==> src/rtl/cpu_controller_pkg.sv <==
// Shared encodings for the multicycle controller: FSM states, instruction
// classes, and the opcode/opext/condition field values.
package cpu_controller_pkg;

    typedef enum logic [2:0] {
        ST_RESET,
        ST_FETCH,
        ST_DECODE,
        ST_EXEC,
        ST_MEM
    } state_t;

    typedef enum logic [2:0] {
        OC_NOP,
        OC_ALU,
        OC_BRANCH,
        OC_LOAD,
        OC_STOR
    } opclass_t;

    localparam logic [3:0] OP_REG   = 4'h0;
    localparam logic [3:0] OP_MEM   = 4'h4;
    localparam logic [3:0] OP_BCOND = 4'hC;

    localparam logic [3:0] EXT_AND  = 4'h1;
    localparam logic [3:0] EXT_OR   = 4'h2;
    localparam logic [3:0] EXT_XOR  = 4'h3;
    localparam logic [3:0] EXT_ADD  = 4'h5;
    localparam logic [3:0] EXT_SUB  = 4'h9;
    localparam logic [3:0] EXT_CMP  = 4'hB;
    localparam logic [3:0] EXT_MOV  = 4'hD;
    localparam logic [3:0] EXT_LOAD = 4'h0;
    localparam logic [3:0] EXT_STOR = 4'h4;

    localparam logic [3:0] COND_EQ  = 4'h0;
    localparam logic [3:0] COND_NE  = 4'h1;
    localparam logic [3:0] COND_LT  = 4'hC;
    localparam logic [3:0] COND_AL  = 4'hE;

    // Immediate ALU ops reuse the opext value as their opcode.
    function automatic logic is_alu_code(input logic [3:0] code);
        return (code == EXT_AND) || (code == EXT_OR)  || (code == EXT_XOR) ||
               (code == EXT_ADD) || (code == EXT_SUB) || (code == EXT_CMP) ||
               (code == EXT_MOV);
    endfunction

endpackage

==> src/rtl/cpu_controller_instr_decoder.sv <==
// Purely combinational decode of the latched instruction register into an
// op class, ALU opcode and the per-instruction enables.
module instr_decoder
    import cpu_controller_pkg::*;
#(
    parameter int WIDTH = 16
) (
    input  logic [WIDTH-1:0] i_ir,
    input  logic [2:0]       i_flags,
    output opclass_t         o_class,
    output logic [7:0]       o_alu_op,
    output logic             o_imm_sel,
    output logic             o_wr_en,
    output logic             o_flag_en,
    output logic             o_br_taken
);

    logic [3:0] w_op;
    logic [3:0] w_ext;
    logic [3:0] w_cond;
    logic       w_z;
    logic       w_n;

    assign w_op     = i_ir[15:12];
    assign w_ext    = i_ir[7:4];
    assign w_cond   = i_ir[11:8];
    assign w_z      = i_flags[0];
    assign w_n      = i_flags[1];
    assign o_alu_op = {i_ir[15:12], i_ir[7:4]};

    always_comb begin
        o_class    = OC_NOP;
        o_imm_sel  = 1'b0;
        o_wr_en    = 1'b0;
        o_flag_en  = 1'b0;
        o_br_taken = 1'b0;
        if (w_op == OP_REG && is_alu_code(w_ext)) begin
            o_class   = OC_ALU;
            o_wr_en   = (w_ext != EXT_CMP);
            o_flag_en = (w_ext != EXT_MOV);
        end else if (w_op != OP_REG && is_alu_code(w_op)) begin
            o_class   = OC_ALU;
            o_imm_sel = 1'b1;
            o_wr_en   = (w_op != EXT_CMP);
            o_flag_en = (w_op != EXT_MOV);
        end else if (w_op == OP_MEM) begin
            if (w_ext == EXT_LOAD)
                o_class = OC_LOAD;
            else if (w_ext == EXT_STOR)
                o_class = OC_STOR;
        end else if (w_op == OP_BCOND) begin
            o_class = OC_BRANCH;
            case (w_cond)
                COND_EQ: o_br_taken = w_z;
                COND_NE: o_br_taken = ~w_z;
                COND_LT: o_br_taken = w_n;
                COND_AL: o_br_taken = 1'b1;
                default: o_br_taken = 1'b0;
            endcase
        end
    end

endmodule

==> src/rtl/cpu_controller.sv <==
// Multicycle control FSM: fetches over a req/ready handshake, decodes the IR
// and sequences regfile, ALU, flag, load/store and PC strobes.
module cpu_controller
    import cpu_controller_pkg::*;
#(
    parameter int WIDTH   = 16,
    parameter int REGBITS = 4
) (
    input  logic               clk,
    input  logic               reset,
    input  logic [WIDTH-1:0]   instr,
    input  logic               mem_ready,
    input  logic [2:0]         flags,
    output logic               mem_req,
    output logic               mem_we,
    output logic               mem_addr_sel,
    output logic               ir_load,
    output logic               pc_en,
    output logic               pc_src,
    output logic [REGBITS-1:0] src_addr,
    output logic [REGBITS-1:0] dest_addr,
    output logic [7:0]         alu_op,
    output logic               imm_sel,
    output logic               wb_sel,
    output logic               reg_write,
    output logic               flag_write
);

    state_t           r_state;
    logic [WIDTH-1:0] r_ir;
    opclass_t         w_class;
    logic             w_wr_en;
    logic             w_flag_en;
    logic             w_br_taken;
    logic             w_run;

    instr_decoder #(.WIDTH(WIDTH)) u_dec (
        .i_ir       (r_ir),
        .i_flags    (flags),
        .o_class    (w_class),
        .o_alu_op   (alu_op),
        .o_imm_sel  (imm_sel),
        .o_wr_en    (w_wr_en),
        .o_flag_en  (w_flag_en),
        .o_br_taken (w_br_taken)
    );

    assign src_addr  = r_ir[REGBITS-1:0];
    assign dest_addr = r_ir[8 +: REGBITS];

    always_ff @(posedge clk) begin
        if (reset) begin
            r_state <= ST_RESET;
            r_ir    <= '0;
        end else begin
            case (r_state)
                ST_RESET:  r_state <= ST_FETCH;
                ST_FETCH: begin
                    if (mem_ready) begin
                        r_ir    <= instr;
                        r_state <= ST_DECODE;
                    end
                end
                ST_DECODE: r_state <= (w_class == OC_LOAD || w_class == OC_STOR) ? ST_MEM : ST_EXEC;
                ST_EXEC:   r_state <= ST_FETCH;
                ST_MEM:    if (mem_ready) r_state <= ST_FETCH;
                default:   r_state <= ST_RESET;
            endcase
        end
    end

    // Completion strobes are masked by reset so an aborted transaction never
    // commits a write or a PC update in the cycle reset arrives.
    assign w_run = ~reset;

    always_comb begin
        mem_req      = 1'b0;
        mem_we       = 1'b0;
        mem_addr_sel = 1'b0;
        ir_load      = 1'b0;
        pc_en        = 1'b0;
        pc_src       = 1'b0;
        wb_sel       = 1'b0;
        reg_write    = 1'b0;
        flag_write   = 1'b0;
        case (r_state)
            ST_FETCH: begin
                mem_req = 1'b1;
                ir_load = mem_ready & w_run;
            end
            ST_EXEC: begin
                pc_en      = w_run;
                reg_write  = w_run & (w_class == OC_ALU) & w_wr_en;
                flag_write = w_run & (w_class == OC_ALU) & w_flag_en;
                pc_src     = (w_class == OC_BRANCH) & w_br_taken;
            end
            ST_MEM: begin
                mem_req      = 1'b1;
                mem_addr_sel = 1'b1;
                mem_we       = (w_class == OC_STOR);
                if (mem_ready && w_run) begin
                    pc_en = 1'b1;
                    if (w_class == OC_LOAD) begin
                        wb_sel    = 1'b1;
                        reg_write = 1'b1;
                    end
                end
            end
            default: ;
        endcase
    end

endmodule
==> config.mk <==
export PLATFORM = sky130hd
export DESIGN_NAME = cpu_controller
export DESIGN_NICKNAME = d
export VERILOG_FILES = /design/src/rtl/cpu_controller_pkg.sv /design/src/rtl/cpu_controller_instr_decoder.sv /design/src/rtl/cpu_controller.sv
export SDC_FILE = /design/constraint.sdc
export NUM_CORES = 1
export LEC_CHECK = 0
export CORE_MARGIN = 5
export CORE_UTILIZATION = 37
export DETAILED_ROUTE_END_ITERATION = 10
export GPL_TIMING_DRIVEN = 0
export HOLD_SLACK_MARGIN = 0.02
export PLACE_DENSITY = 0.75
export SETUP_SLACK_MARGIN = 0.3
export SLEW_MARGIN = 20
export SYNTH_ARGS = -nofsm -noshare
export SYNTH_HDL_FRONTEND = slang
export SYNTH_SLANG_ARGS = --single-unit
export TNS_END_PERCENT = 20
==> constraint.sdc <==
create_clock -name clk -period 1.3 [get_ports clk]
set_input_delay 0.26 -clock clk [delete_from_list [all_inputs] [get_ports clk]]
set_output_delay 0.26 -clock clk [all_outputs]
set_load 0.05 [all_outputs]
---- Yosys cells after proc, flatten, opt, wreduce, memory -nomap -nowiden ----
Index checks and enable logic that the tools add are counted.
word-level totals
  logic and storage cells ................. 101
  flip-flop bits (word level) ............. 19
  output and inout port bits .............. 26
  input bits .............................. 22
operators by class
  reductions and logical operators ........ 25
  bitwise gates (word level) .............. 7
  multiplexer cells ....................... 33
  eq/ne operators ......................... 34
operator list
  operator              count
  $eq A4 B4 Y1 const B  9
  $mux W3               8
  $mux W1               20
  $eq A4 B2 Y1 const B  4
  $eq A4 B3 Y1 const B  4
  $ne A4 B4 Y1 const B  4
  $logic_or A1 B1 Y1    13
  $eq A3 B2 Y1 const B  4
  $eq A4 B1 Y1 const B  3
  $logic_not A4 Y1      3
  $pmux W3 S4           1
  $eq A3 B1 Y1 const B  2
  $eq A3 B3 Y1 const B  2
  $and A1 B1 Y1         5
  $ne A2 B2 Y1 const B  2
  $pmux W1 S2           2
  $pmux W1 S4           1
  $reduce_and A2 Y1     2
  $reduce_bool A4 Y1    1
  $reduce_or A2 Y1      2
  $logic_and A1 B1 Y1   3
  $logic_not A3 Y1      1
  $mux W2               1
  $not A1 Y1            2

---- Depth between registers and ports, before layout ----
Gate-level depths: netlist (run 1).
  depth after elaboration ................. 14
  gate-level depth with buffers ........... 6
  gate-level depth less buffers ........... 3

---- By module ----
A second synthesis (run 1) with hierarchy kept.
second synthesis, totals
  cell total of the unflattened synthesis .. 158
  area total of the unflattened synthesis .. 1183.6 sq um
modules (own cells, without submodules)
  module          times used  area an instance (sq um)  cells an instance
  cpu_controller  1           919.6                     116
  instr_decoder   1           264.0                     42

---- Least setup slack after synthesis (run 1) ----
OpenSTA, ideal clock, no wires.
  path type ............................... reg-to-output
  start point ............................. register r_state[0]
  end point ............................... output reg_write
  data required time ...................... 1.040 ns
  buffers on the path ..................... 1
  slack ................................... -1.435 ns
  cell stages (with the launch flop) ...... 5
  arrival ................................. 2.475 ns
  cells stage by stage .................... dfxtp_1 > buf_6 > nor3b_1 > nand4_1 > o21ai_1
between the ends
  longest elaborated chain between the ends .. 2
  elaborated cells between the ends (all ways) .. 3
ends and longest elaborated chain
  element                                       line                  text
  start, declared                               cpu_controller.sv:29  state_t r_state;
  start signal, assigned                        cpu_controller.sv:64  ST_DECODE: r_state <= (w_class == OC_LOAD || w_class == OC_STOR) ? ST_MEM : ST_EXEC;
  $eq A3 B3 Y1 or $eq A3 B2 Y1 (tied branches)  cpu_controller.sv:86  case (r_state)
  $pmux W1 S2 (*)                               cpu_controller.sv:86
  end, declared                                 cpu_controller.sv:25  output logic reg_write,
Mark *: on every way between the ends. The rest lies on a longest branch, timed or not.

---- Final worst setup path (run 1) ----
  start point ............................. register r_state[2]
  end point ............................... output pc_src
between the ends
  longest elaborated chain between the ends .. 2
ends and longest elaborated chain
  element        line                  text
  $eq A3 B2 Y1   cpu_controller.sv:86
  $mux W1        cpu_controller.sv:86
  end, declared  cpu_controller.sv:19  output logic pc_src,
Every way passes these cells.

==> results of run 1 <==
## worst paths after layout
check,startpoint,end,slack [ns]
worst max-delay path,r_state[2]$_SDFFE_PP0P_,pc_src,-0.67
worst min-delay path,mem_ready,r_state[2]$_SDFFE_PP0P_,0.39
worst max register to register,r_state[2]$_SDFFE_PP0P_,r_ir[14]$_SDFFE_PP0P_,-0.20
worst min register to register,r_ir[3]$_SDFFE_PP0P_,r_ir[3]$_SDFFE_PP0P_,0.49
## area by class of cell
| class | instances | area (um2) |
|---|---|---|
| buffer | 9 | 92.6 |
| clock buffer | 4 | 26.3 |
| fill | 218 | 863 |
| inverter | 3 | 13.8 |
| multi-input combinational | 94 | 737 |
| sequential | 19 | 414 |
| tap | 31 | 38.8 |
| timing repair buffer | 56 | 596 |
## power breakdown
group | switching (W) | leakage, nW | total, W | internal [W]
registers | 0.0000507 | 0.162 | 0.000655 | 0.000604
logic | 0.000268 | 0.533 | 0.000497 | 0.000229
clock network | 0.000183 | 0.0150 | 0.000303 | 0.000119
total | 0.000502 | 0.711 | 0.00145 | 0.000953
## worst max-delay path, stage by stage, from the launching register on
cell and delay, ns:
sky130_fd_sc_hd__dfxtp_2 0.33, sky130_fd_sc_hd__buf_6 0.11, sky130_fd_sc_hd__nand3b_1 0.27, sky130_fd_sc_hd__nor4_4 0.31, sky130_fd_sc_hd__o2111a_1 0.23, sky130_fd_sc_hd__buf_6 0.16
## synth_stat cells (all sizes together), types with 2 or more instances
cell	count	share of area (%)
a2111oi	3	3.1
a21oi	20	13
buf	7	7.2
clkbuf	2	0.70
dfxtp	19	35
inv	3	1.0
nand2	35	15
nand2b	2	1.2
nand3b	2	1.4
nor2	4	1.4
nor2b	2	1.2
nor3b	4	3.7
nor4	2	1.7
o21ai	4	1.9
o22ai	2	1.2
## routing by layer
| layer | up-vias | global-route usage, % | share of wire [%] |
|---|---|---|---|
| li1 | 558 | - | - |
| met1 | 529 | 18.2 | 41 |
| met2 | 36 | 27.0 | 51 |
| met3 | 4 | 3.85 | 6.6 |
| met4 | 0 | 5.19 | 0.64 |
| met5 | - | 0 | 0 |
## placed cells by master, fill, tap and decap left out, types with 3 or more instances in the layout
cell type	instances
sky130_fd_sc_hd__nor3b_2	3
sky130_fd_sc_hd__clkbuf_1	3
sky130_fd_sc_hd__buf_4	9
sky130_fd_sc_hd__nand2_1	25
sky130_fd_sc_hd__a21oi_2	15
sky130_fd_sc_hd__clkdlybuf4s50_1	18
sky130_fd_sc_hd__clkbuf_4	3
sky130_fd_sc_hd__o21ai_0	3
sky130_fd_sc_hd__nor2_1	3
sky130_fd_sc_hd__buf_6	23
sky130_fd_sc_hd__nand2_2	10
sky130_fd_sc_hd__a21oi_1	5
sky130_fd_sc_hd__buf_8	9
sky130_fd_sc_hd__dfxtp_1	8
sky130_fd_sc_hd__dfxtp_2	3
sky130_fd_sc_hd__dfxtp_4	8
## metrics by stage
step	util, %	area (um2)	setup TNS (ns)
detailed placement	58.7	1630	-14.54
global placement	58.7	1630	-13.60
finish	69.0	1920	-6.61
global route	69.0	1920	-8.45
floorplan	-	1140	-3.11
CTS	65.8	1830	-10.80
## cell families after synthesis
kind of cell	count (synthesis)	synth area share [%]
AO/OA/AOI/OAI	34	23.3
XOR/XNOR	1	0.813
buffers and inverters	12	8.94
flip-flops	19	35.3
multiplexers	1	1.05
AND/OR/NAND/NOR	58	30.5
## sequential cells by signal (all words and copies together) (netlist names)
register,flops
r_state,3
r_ir,16
## repair_timing
item	4_1_cts	5_1_grt
endpoints found under the setup margin	45	45
gates resized for setup	139	73
gates cloned	0	0
setup buffers	10	1
pin swaps	10	4
==> summary by stage, run 1 <==
Logic synthesis
The synthesized design contains 19 register bits. Of the synthesized area, sequential elements account for 35.3%. For this run, the number of Yosys warnings is 0. Synthesis produced a netlist with a net count of 147. The cell area that synthesis handed to floorplanning was 0.00108 mm2. The average cell area after synthesis is 8.62 um2. Counting flops with a built-in enable in the synthesized netlist gives 0. The count of mapped cells out of synthesis is 125.

The most used flip-flop cell after synthesis is sky130_fd_sc_hd__dfxtp_1. The async set or reset register ratio after synthesis is 0%. Yosys mapped the design onto 39 distinct sky130hd cell types.

Placement
Summed over all nets, the half-perimeter wirelength after detailed placement is 2290 um. Routability-driven placement finished with a final weighted congestion of 0.769. The number of placed cells counting well taps is 201. The count of buffers added on input and output ports is 45. The setup slack after placement is -1.16 ns.

Power and ir drop
Power comes to 0.00145 W. The power density over the cells is 758 mW/mm2. The maximum ir drop on the vdd rail is 0.790 mV. The standby leakage power is 0.711 nW.

Finish
The area overhead of the layout relative to synthesis is 78.0%. The diode insertion count for antenna repair is 0. The number of nets in the final layout is 208.

The post-layout instance count excluding filler cells is 216. The fraction of final layout cells sized beyond drive strength 1 is 55.7%.

Clock tree
TritonCTS built the clock tree. The number of buffers created by CTS is 3. CTS placed an instance of sky130_fd_sc_hd__clkbuf_4 at the clock tree root.

The clock net in this run drives a total of 19 sinks. The post-CTS clock slew at the launch and capture registers of the worst setup and hold paths is 0.11 ns. The maximum root-to-sink buffer count is 2. The insertion delay of the later-clocked pin in the worst-skew pair is 0.29 ns. The count of hold buffers inserted by post-cts repair is 0. CTS built an H-tree with a depth of 1.

Timing
The final worst setup slack is -0.665 ns. The portion of the clock cycle consumed by the worst path in the final layout is 151%. The final-report hold violation count is 0. Measured against its own limit, the worst slew margin works out to 58.0%. For this run, the top clock speed supported by timing is 509 MHz. Counting I/O delays and the setup requirement, the final critical path takes 1.97 ns.

Setup repair after global routing could not meet its margin everywhere. The worst hold margin is 0.391 ns. The transition time at the pin with the least slew margin is 0.629 ns. For the final database, setup skew stands at 0.00591 ns. The number of pins with negative max-slew slack in the final report came to 0. Setup violations remaining at the end of the flow were counted as 27.

Drt
The per-cell via count in the routed design is 5.22. The count of antenna-violating nets left after detailed routing is 0. The total via count in the routed design is 1,127. The final wirelength is 3300 um. The first routing iteration left 38 violations. The routed wirelength normalized by instance count is 15.3 um. The count of TritonRoute iterations in the first routing pass is 4.

After detailed routing, the number of remaining DRC violations is 0.

Setup path
The largest fanout on the critical path is 4. The critical path class is flop to output pin. The data arrival at the endpoint of the critical path is 1.71 ns. The number of cells on the worst reg-to-reg path is 8. The data required time at the worst endpoint is 1.04 ns.

The worst setup path is launched from a flop. STA classifies the critical path endpoint as an output pin.

Run
Across the run, the number of max-cap violations was 0.

Floorplan
The die extent in x is 64.0 um. The core region is 0.00278 mm2. The I/O pin count is 48. The initial core utilization is 38.7%.

The site row count is 19. The die covers 0.00409 mm2. The die is 64.0 um tall.

Run status
The checks that failed: negative setup slack. The flow ran to the end, but the final reports show violations.

Hold path
The worst hold path passes through 2 cells. The tightest min-delay check is of the primary input to flop type.

GRT
The initial antenna violation count is 0. The combined global-route utilization of all metal layers is 15.4%. Summed over all layers, the global routing overflow is 0. Entering global routing, the biggest net connects 11 pins. The first global-routing pass estimated 5180 um of wire. The via count of the first global-routing pass is 1,165.
No activity file was read; power rests on OpenSTA's default activity.
==> inputs of run 2 (changes only) <==
Settings changed: SLEW_MARGIN 20 to not set.
==> results of run 2 <==
The final DEF is identical to that of run 1; final timing and power are the same.
